### config.mk
export PLATFORM = sky130hd
export DESIGN_NAME = cla_pipe_addsub
export DESIGN_NICKNAME = d
export VERILOG_FILES = /design/src/rtl/cla_pkg.sv /design/src/rtl/cla_slice.sv /design/src/rtl/cla_pipe_addsub.sv
export SDC_FILE = /design/constraint.sdc
export NUM_CORES = 1
export LEC_CHECK = 0
export CAP_MARGIN = 20
export CORE_MARGIN = 4
export CORE_UTILIZATION = 35
export CTS_BUF_LIST = sky130_fd_sc_hd__clkbuf_4 sky130_fd_sc_hd__clkbuf_8 sky130_fd_sc_hd__clkbuf_16
export DETAILED_ROUTE_END_ITERATION = 7
export DONT_BUFFER_PORTS = 1
export PLACE_DENSITY = 0.56
export SETUP_SLACK_MARGIN = 0.05
export SLEW_MARGIN = 40
export SYNTH_ARGS = -nofsm -noshare
export SYNTH_HDL_FRONTEND = slang
export SYNTH_HIERARCHICAL = 1
export SYNTH_SLANG_ARGS = --single-unit
### constraint.sdc
create_clock -name clk -period 3.5 [get_ports clk]
set_input_delay 0.7 -clock clk [delete_from_list [all_inputs] [get_ports clk]]
set_output_delay 0.7 -clock clk [all_outputs]
set_load 0.02 [all_outputs]
### src/rtl/cla_pkg.sv
// Shared lookahead helpers and configuration checks for the pipelined CLA adder/subtractor.
// Functions take MAXN-wide vectors so one definition serves every GROUP/slice size.
package cla_pkg;

   localparam int MAXN = 32;

   typedef struct packed {
      logic p;
      logic g;
   } pg_t;

   function automatic int slice_w(input int w, input int s);
      return w / s;
   endfunction

   function automatic int ngroups(input int w, input int g, input int s);
      return w / (g * s);
   endfunction

   function automatic bit cfg_ok(input int w, input int g, input int s);
      return (w > 0) && (g > 0) && (s > 0) && ((w % (g * s)) == 0) &&
             (g <= MAXN) && ((w / (g * s)) <= MAXN);
   endfunction

   // Carry into position j as a flat sum of products of g/p terms and cin,
   // so no carry depends on another carry.
   function automatic logic carry_at(input logic [MAXN-1:0] p, input logic [MAXN-1:0] g,
                                     input logic cin, input int j);
      logic run;
      logic c;
      run = 1'b1;
      c   = 1'b0;
      for (int i = MAXN - 1; i >= 0; i--) begin
         if (i < j) begin
            c   = c | (run & g[i]);
            run = run & p[i];
         end
      end
      return c | (run & cin);
   endfunction

   function automatic pg_t group_pg(input logic [MAXN-1:0] p, input logic [MAXN-1:0] g,
                                    input int n);
      pg_t r;
      r.g = carry_at(p, g, 1'b0, n);
      r.p = 1'b1;
      for (int i = 0; i < MAXN; i++) begin
         if (i < n) r.p = r.p & p[i];
      end
      return r;
   endfunction

endpackage

### src/rtl/cla_slice.sv
// One SLICE-wide two-level carry-lookahead adder: group Pm/Gm, then inter-group
// carries from cin, then in-group bit carries from each group's carry-in.
module cla_slice
   import cla_pkg::*;
#(
   parameter int SLICE = 16,
   parameter int GROUP = 4
)(
   input  logic [SLICE-1:0] a_i,
   input  logic [SLICE-1:0] b_i,
   input  logic             cin_i,
   output logic [SLICE-1:0] sum_o,
   output logic             cout_o,
   output logic             c_msb_o
);

   localparam int NG = SLICE / GROUP;

   logic [SLICE-1:0] p, g, c;
   logic [NG-1:0]    gp, gg;
   logic [NG:0]      gc;

   assign p = a_i ^ b_i;
   assign g = a_i & b_i;

   for (genvar j = 0; j < NG; j++) begin : g_grp
      pg_t pg;
      assign pg    = group_pg(MAXN'(p[j*GROUP +: GROUP]), MAXN'(g[j*GROUP +: GROUP]), GROUP);
      assign gp[j] = pg.p;
      assign gg[j] = pg.g;
   end

   for (genvar j = 0; j <= NG; j++) begin : g_gc
      assign gc[j] = carry_at(MAXN'(gp), MAXN'(gg), cin_i, j);
   end

   for (genvar j = 0; j < NG; j++) begin : g_bits
      for (genvar i = 0; i < GROUP; i++) begin : g_bit
         assign c[j*GROUP + i] = carry_at(MAXN'(p[j*GROUP +: GROUP]),
                                          MAXN'(g[j*GROUP +: GROUP]), gc[j], i);
      end
   end

   assign sum_o   = p ^ c;
   assign cout_o  = gc[NG];
   assign c_msb_o = c[SLICE-1];

endmodule

### src/rtl/cla_pipe_addsub.sv
// Pipelined CLA adder/subtractor: stage k resolves operand slice k and forwards its carry;
// valid/ready handshake with full backpressure and bubble collapse.
module cla_pipe_addsub
   import cla_pkg::*;
#(
   parameter int WIDTH  = 32,
   parameter int GROUP  = 4,
   parameter int STAGES = 2
)(
   input  logic             clk,
   input  logic             rst_n,
   input  logic             in_valid,
   output logic             in_ready,
   input  logic [WIDTH-1:0] in_a,
   input  logic [WIDTH-1:0] in_b,
   input  logic             in_sub,
   input  logic             in_cin,
   output logic             out_valid,
   input  logic             out_ready,
   output logic [WIDTH-1:0] out_sum,
   output logic             out_cout,
   output logic             out_ovf,
   output logic             out_zero
);

   localparam int SLICE = slice_w(WIDTH, STAGES);

   if (!cfg_ok(WIDTH, GROUP, STAGES)) begin : g_bad_cfg
      $error("cla_pipe_addsub: WIDTH must be a multiple of GROUP*STAGES");
   end

   logic [STAGES-1:0] vld_q, vld_d, ld;
   logic [WIDTH-1:0]  b_cond;
   logic              c0;
   logic              all_full;

   // Subtraction as a + ~b + ~cin: cin becomes a borrow, cout=1 means no borrow.
   assign b_cond = in_b ^ {WIDTH{in_sub}};
   assign c0     = in_cin ^ in_sub;

   // Stage k loads iff some stage at or after k is empty, or the output drains;
   // flattened so there is no combinational chain between stages.
   always_comb begin
      all_full = 1'b1;
      ld       = '0;
      for (int k = 0; k < STAGES; k++) begin
         all_full = 1'b1;
         for (int j = 0; j < STAGES; j++) begin
            if (j >= k) all_full = all_full & vld_q[j];
         end
         ld[k] = out_ready | ~all_full;
      end
   end

   assign in_ready = ld[0];

   for (genvar k = 0; k < STAGES; k++) begin : g_stg
      localparam int UW = WIDTH - k * SLICE;
      localparam int SW = (k + 1) * SLICE;

      logic [UW-1:0]    ua, ub;
      logic             uc, uv;
      logic [SLICE-1:0] s;
      logic             co, cm;
      logic [SW-1:0]    sum_d, sum_q;
      logic             cy_q;

      if (k == 0) begin : g_src
         assign ua    = in_a;
         assign ub    = b_cond;
         assign uc    = c0;
         assign uv    = in_valid;
         assign sum_d = s;
      end else begin : g_src
         assign ua    = g_stg[k-1].g_ops.a_q;
         assign ub    = g_stg[k-1].g_ops.b_q;
         assign uc    = g_stg[k-1].cy_q;
         assign uv    = vld_q[k-1];
         assign sum_d = {s, g_stg[k-1].sum_q};
      end

      cla_slice #(.SLICE(SLICE), .GROUP(GROUP)) u_slice (
         .a_i     (ua[SLICE-1:0]),
         .b_i     (ub[SLICE-1:0]),
         .cin_i   (uc),
         .sum_o   (s),
         .cout_o  (co),
         .c_msb_o (cm)
      );

      assign vld_d[k] = ld[k] ? uv : vld_q[k];

      always_ff @(posedge clk) begin
         if (!rst_n) begin
            sum_q <= '0;
            cy_q  <= 1'b0;
         end else if (ld[k] && uv) begin
            sum_q <= sum_d;
            cy_q  <= co;
         end
      end

      if (k < STAGES - 1) begin : g_ops
         logic [UW-SLICE-1:0] a_q, b_q;
         logic                unused_cm;
         assign unused_cm = cm;
         always_ff @(posedge clk) begin
            if (!rst_n) begin
               a_q <= '0;
               b_q <= '0;
            end else if (ld[k] && uv) begin
               a_q <= ua[UW-1:SLICE];
               b_q <= ub[UW-1:SLICE];
            end
         end
      end else begin : g_fl
         logic cm_q;
         always_ff @(posedge clk) begin
            if (!rst_n)               cm_q <= 1'b0;
            else if (ld[k] && uv)     cm_q <= cm;
         end
      end
   end

   always_ff @(posedge clk) begin
      if (!rst_n) vld_q <= '0;
      else        vld_q <= vld_d;
   end

   assign out_valid = vld_q[STAGES-1];
   assign out_sum   = g_stg[STAGES-1].sum_q;
   assign out_cout  = g_stg[STAGES-1].cy_q;
   assign out_ovf   = g_stg[STAGES-1].g_fl.cm_q ^ g_stg[STAGES-1].cy_q;
   // Gated by valid so the flag reads 0 out of reset rather than "sum is zero".
   assign out_zero  = vld_q[STAGES-1] & ~|out_sum;

endmodule

Word level (Yosys, flattened, before mapping)
Cells that the tools add are included.

Output and inout bits: 37. Bits in registers: 85. Word-level logic and storage cells: 280.

Reduce and logical (&&, ||, !) cells: 4. Bitwise operators: 267.

Operator list (number): 1-bit bitwise AND (162); 1-bit OR (94); 16-bit XOR (4); 16-bit bitwise AND (2); 32-bit OR reduction (1); 32-bit XOR (1); 1-bit logical AND (2); 1-bit inverter (2); 1-bit XOR (2); 1-bit zero test (1).

Logic depth before layout (Yosys ltp)
Word-level depth: 13. Depth in mapped cells: 14. Mapped depth without buffers: 11.

Hierarchy
The synthesis kept the hierarchy.

Modules (own cells, without submodules): cla_pipe_addsub (area each 3639.7 um^2, cells each 420, times used 1, sequential area each 1701.6 um^2); cla_slice (area each 693.2 um^2, cells each 81, times used 2, sequential area each 0.0 um^2).

Least setup slack after synthesis
No wires, ideal clock.

Path type: in2reg. From: in in_sub. To: reg g_stg[0].sum_q[13]. Stages: 14. Slack: 0.156 ns. Setup time: 0.132 ns. Data required time: 3.368 ns. Data arrival time: 3.212 ns. Path through: buf_4 -> buf_4 -> buf_4 -> xor2_1 -> ha_1 -> o21ai_0 -> o21bai_2 -> nor4_4 -> o21ai_1 -> a31o_1 -> fa_1 -> xor2_1 -> nand3_1 -> a21oi_1.

Word-level cells in the longest chain between the ends: 13.

RTL lines: start: declaration (line cla_pipe_addsub.sv:16) `input logic in_sub,`; 32-bit XOR (*) (line cla_pipe_addsub.sv:38) `assign b_cond = in_b ^ {WIDTH{in_sub}};`; named net b_cond[6] (line cla_pipe_addsub.sv:33) `logic [WIDTH-1:0] b_cond;`; 16-bit bitwise AND / 16-bit XOR (equally long branches) (line cla_slice.sv:24, cla_slice.sv:23); 1-bit bitwise AND (on tied branches) (line cla_pkg.sv:35, cla_pkg.sv:36); 1-bit OR, or another cell as far along (line cla_pkg.sv:35) `c = c | (run & g[i]);`; 1-bit OR / 1-bit bitwise AND (equally long branches) (line cla_pkg.sv:35); 1-bit OR (line cla_pkg.sv:35); 1-bit bitwise AND (line cla_pkg.sv:35); 1-bit OR (2 in a row) (line cla_pkg.sv:35); 1-bit OR (*) (line cla_pkg.sv:39) `return c | (run & cin);`; 1-bit bitwise AND (*) (line cla_pkg.sv:39); 1-bit OR (*) (line cla_pkg.sv:39); 16-bit XOR (*) (line cla_slice.sv:44) `assign sum_o = p ^ c;`; named net g_stg[0].s[13] (line cla_pipe_addsub.sv:63) `logic [SLICE-1:0] s;`; end signal: assignment (line cla_pipe_addsub.sv:98) `sum_q <= sum_d;`; end: declaration (line cla_pipe_addsub.sv:65) `logic [SW-1:0] sum_d, sum_q;`.

The timed path passes the listed nets; every way through them passes the cells marked *. A chain may end at the register's enable or synchronous reset.

Worst setup path after layout
From: reg g_stg[1].sum_q[26] (netlist: out_sum[26]). To: out out_zero.

Word-level cells in the longest chain between the ends: 3.

RTL lines: start: declaration (line cla_pipe_addsub.sv:65); start signal: assignment (line cla_pipe_addsub.sv:98); 32-bit OR reduction (line cla_pipe_addsub.sv:135) `assign out_zero = vld_q[STAGES-1] & ~|out_sum;`; 1-bit zero test (line cla_pipe_addsub.sv:135); 1-bit bitwise AND (line cla_pipe_addsub.sv:135); end: declaration (line cla_pipe_addsub.sv:23) `output logic out_zero`.

No other way between the ends.

==> out/summary.txt <==
status = complete, no violations
CP Cell Sequence = nor4_1 > nand4_1 > nor3_1
Max-slew headroom = 53.11%
dpl hpwl = 9851 um
GRT Overall Usage = 15.88%
Clock Tree Root = clkbuf_16
Final Hold Fails = 0
hold path cells = 2
Syn Inst Count = 582
Seq pwr share = 44.4%
placed cells = 721
Seq. cell area = 1702 um2
r2r startpoint = g_stg[0].g_ops.b_q[5]
Cell Area, Synth = 5026 um2
total power = 2.514 mW
full die area = 16340 um2
WL final = 12830 um
clock tree buffer depth = 2
Worst Hold Path EP = out_sum[0]
Initial Utilization = 35.93%
Layout Cells excl Fill = 734
drt via density = 5.525
fill cell count = 1445
ratio of cells with drive above 1 in the final layout = 6.318%
CP Launch Type = register
slew of the pin with the lowest slew margin = 0.6980 ns
r2r endpoint = out_sum[29]
DRT Pass-1 Iters = 4
commonest non-fill, non-tap cell in the layout = nand3_1
Max-Cap Viols = 0
first-pass GRT wire length = 21190 um
grt ovf = 0
DR DRC count = 0
worst IR drop on VDD = 302.9 uV
initial antenna violation count = 0
Combinational Power Share = 20.0%
most common flop cell mapped by yosys = dfxtp_1
Yosys warnings = 6
final setup fails = 0
final slew viol count = 0
P_int = 1.807 mW
Avg WL per Cell = 17.48 um
Max stage delay cell, worst path = nor3_1
syn avg cell area = 8.636 um2
Nets = 662
CTS HTree Levels = 3
# clock sinks = 85
P_sw = 0.7070 mW
Worst Path Required = 2.80 ns
Fin Setup TNS = 0 ns
Crit. End Element = output port
Post-synth EDFFs = 0
crit share post-route = 81.02%
Setup Fix Bufs, Post-CTS = 0
TritonCTS clock tree = built
Antenna Violating Nets Remaining = 0
Worst Skew = 0.005005 ns
number of global-route vias before repair = 3974
Min-Delay Path Class = reg2reg
clock-pin slew on the worst setup and hold paths = 0.06 ns
power density over the cells = 473.8 nW/um2
die span in y = 127.8 um
Seq cells post-synth = 85
Skew-Pair Late Insertion Delay = 0.33 ns
leakage power total = 2.170 nW
most frequent cells in the layout = nand3_1 (91), a21oi_1 (85), dfxtp_1 (85)
Core ar. = 13990 um2
RePlAce Congestion = 0.7993
Die Span X = 127.8 um
Area Growth Syn to Fin = 5.576%
I/O Buffers = 0
FP Rows = 43
r2r setup slk = 0.91 ns
Syn Nets = 692
Crit path largest cell delay = 0.63 ns
largest net degree at the start of global routing = 52
family with the most delay on the worst path = simple AND/OR/NAND/NOR gates
switching part of the total power = 28.12%
RSZ-0062 raised after global routing = no
IO Count = 107
DRT iter0 DRCs = 386
Setup CP Type = reg2out
asr flop ratio synth = 0%
Final Critical Period = 2.836 ns
Fmax = 352.6 MHz
library cells used by synthesis = 44
post-cts sizing count = 0
Multi-input gate area = 3004 um2
n_diodes = 0
Crit path buffers/inverters = 0
critical path peak fanout = 3
CTS Hold Buffers Added = 0
clock share of power = 35.6%
Data arrival, critical path = 2.14 ns
register area share after synthesis = 33.86%
Hold Path Origin = g_stg[0].sum_q[0]
total CTS buffers = 9
vias post-DR = 4055
reg2reg path depth = 10
==> how the worst max path moves through the flow <==
stage                                    end  cells past startpoint  slack, ns   startpoint
after detailed placement  g_stg[0].sum_q[13]                     11       0.46       in_sub
after floorplan           g_stg[0].sum_q[13]                     14       0.16       in_sub
after global routing                out_zero                      3       0.55  out_sum[26]
after global placement    g_stg[0].sum_q[13]                     11       0.50       in_sub
after CTS                           out_zero                      3       0.68  out_sum[26]
final                               out_zero                      3       0.66  out_sum[26]
==> cell type report <==
type / count / area share, %
clock inverter: 3 / 0.7545
inverter: 16 / 1.226
tap: 180 / 4.244
clock buffer: 10 / 4.386
multi-input combinational: 435 / 56.61
sequential: 85 / 32.07
timing repair buffer: 5 / 0.7074
==> kinds of logic after synthesis <==
group,Yosys count,synth area share (%)
and+or+nand+nor,139,15.46
buffers and inverters,62,6.423
xor gates and xnor gates,52,9.062
DFF,85,33.86
adders and majority gates,40,11.15
AOI/OAI and AO/OA,204,24.05
==> sequential cells by signal, indices dropped and copies added, names as in the netlist <==
signal	flops
g_stg.sum_q	16
g_stg.g_ops.b_q	16
g_stg.g_fl.cm_q	1
out_sum	32
g_stg.g_ops.a_q	16
g_stg.cy_q	1
vld_q	2
out_cout	1
==> per-stage QoR <==
stage          instance area (um2)  setup WS (ns)  util, %  hold slack, ns
2_1_floorplan                 5026         0.1560        -          0.4534
3_3_place_gp                  5031         0.5005    35.97          0.4688
3_5_place_dp                  5034         0.4622    35.98          0.4750
4_1_cts                       5306         0.6820    37.93          0.4827
5_1_grt                       5306         0.5485    37.93          0.4803
6_report                      5306         0.6641    37.93          0.4747
==> power by group through the flow <==
stage          combinational, mW  clock (mW)  sequential, mW
6_report                   0.502       0.895            1.12
5_1_grt                    0.573       0.956            1.13
4_1_cts                    0.505       0.919            1.12
3_5_place_dp               0.504           0            1.14
3_3_place_gp               0.484           0            1.14
2_1_floorplan              0.425           0            1.12
==> worst min-delay path: cells and delay by family, from the launching register on <==
kind | cells | cell delay (ns)
and+or+nand+nor | 1 | 0.07
AOI/OAI and AO/OA | 1 | 0.05
DFF | 1 | 0.31
==> synthesized netlist by cell type, types with 11 or more instances <==
library cell / number / area [um2]
inv_1: 14 / 52.55
dfxtp_1: 85 / 1702
xor2_1: 28 / 245.2
o21ai_1: 11 / 55.05
a21oi_1: 85 / 425.4
nor2_1: 15 / 56.30
ha_1: 32 / 400.4
o21ai_0: 62 / 310.3
nand3_1: 91 / 455.4
xnor2_1: 24 / 210.2
o211a_1: 16 / 160.2
clkbuf_1: 25 / 93.84
==> routing by layer <==
metal	wire, um	track usage (%)	up-vias
li1	-	-	2047
met1	6196	22.55	1884
met2	5449	22.74	113
met3	1023	5.292	11
met4	161	4.869	0
met5	0	0	-
Note: power is estimated with default switching activity, not from simulation.
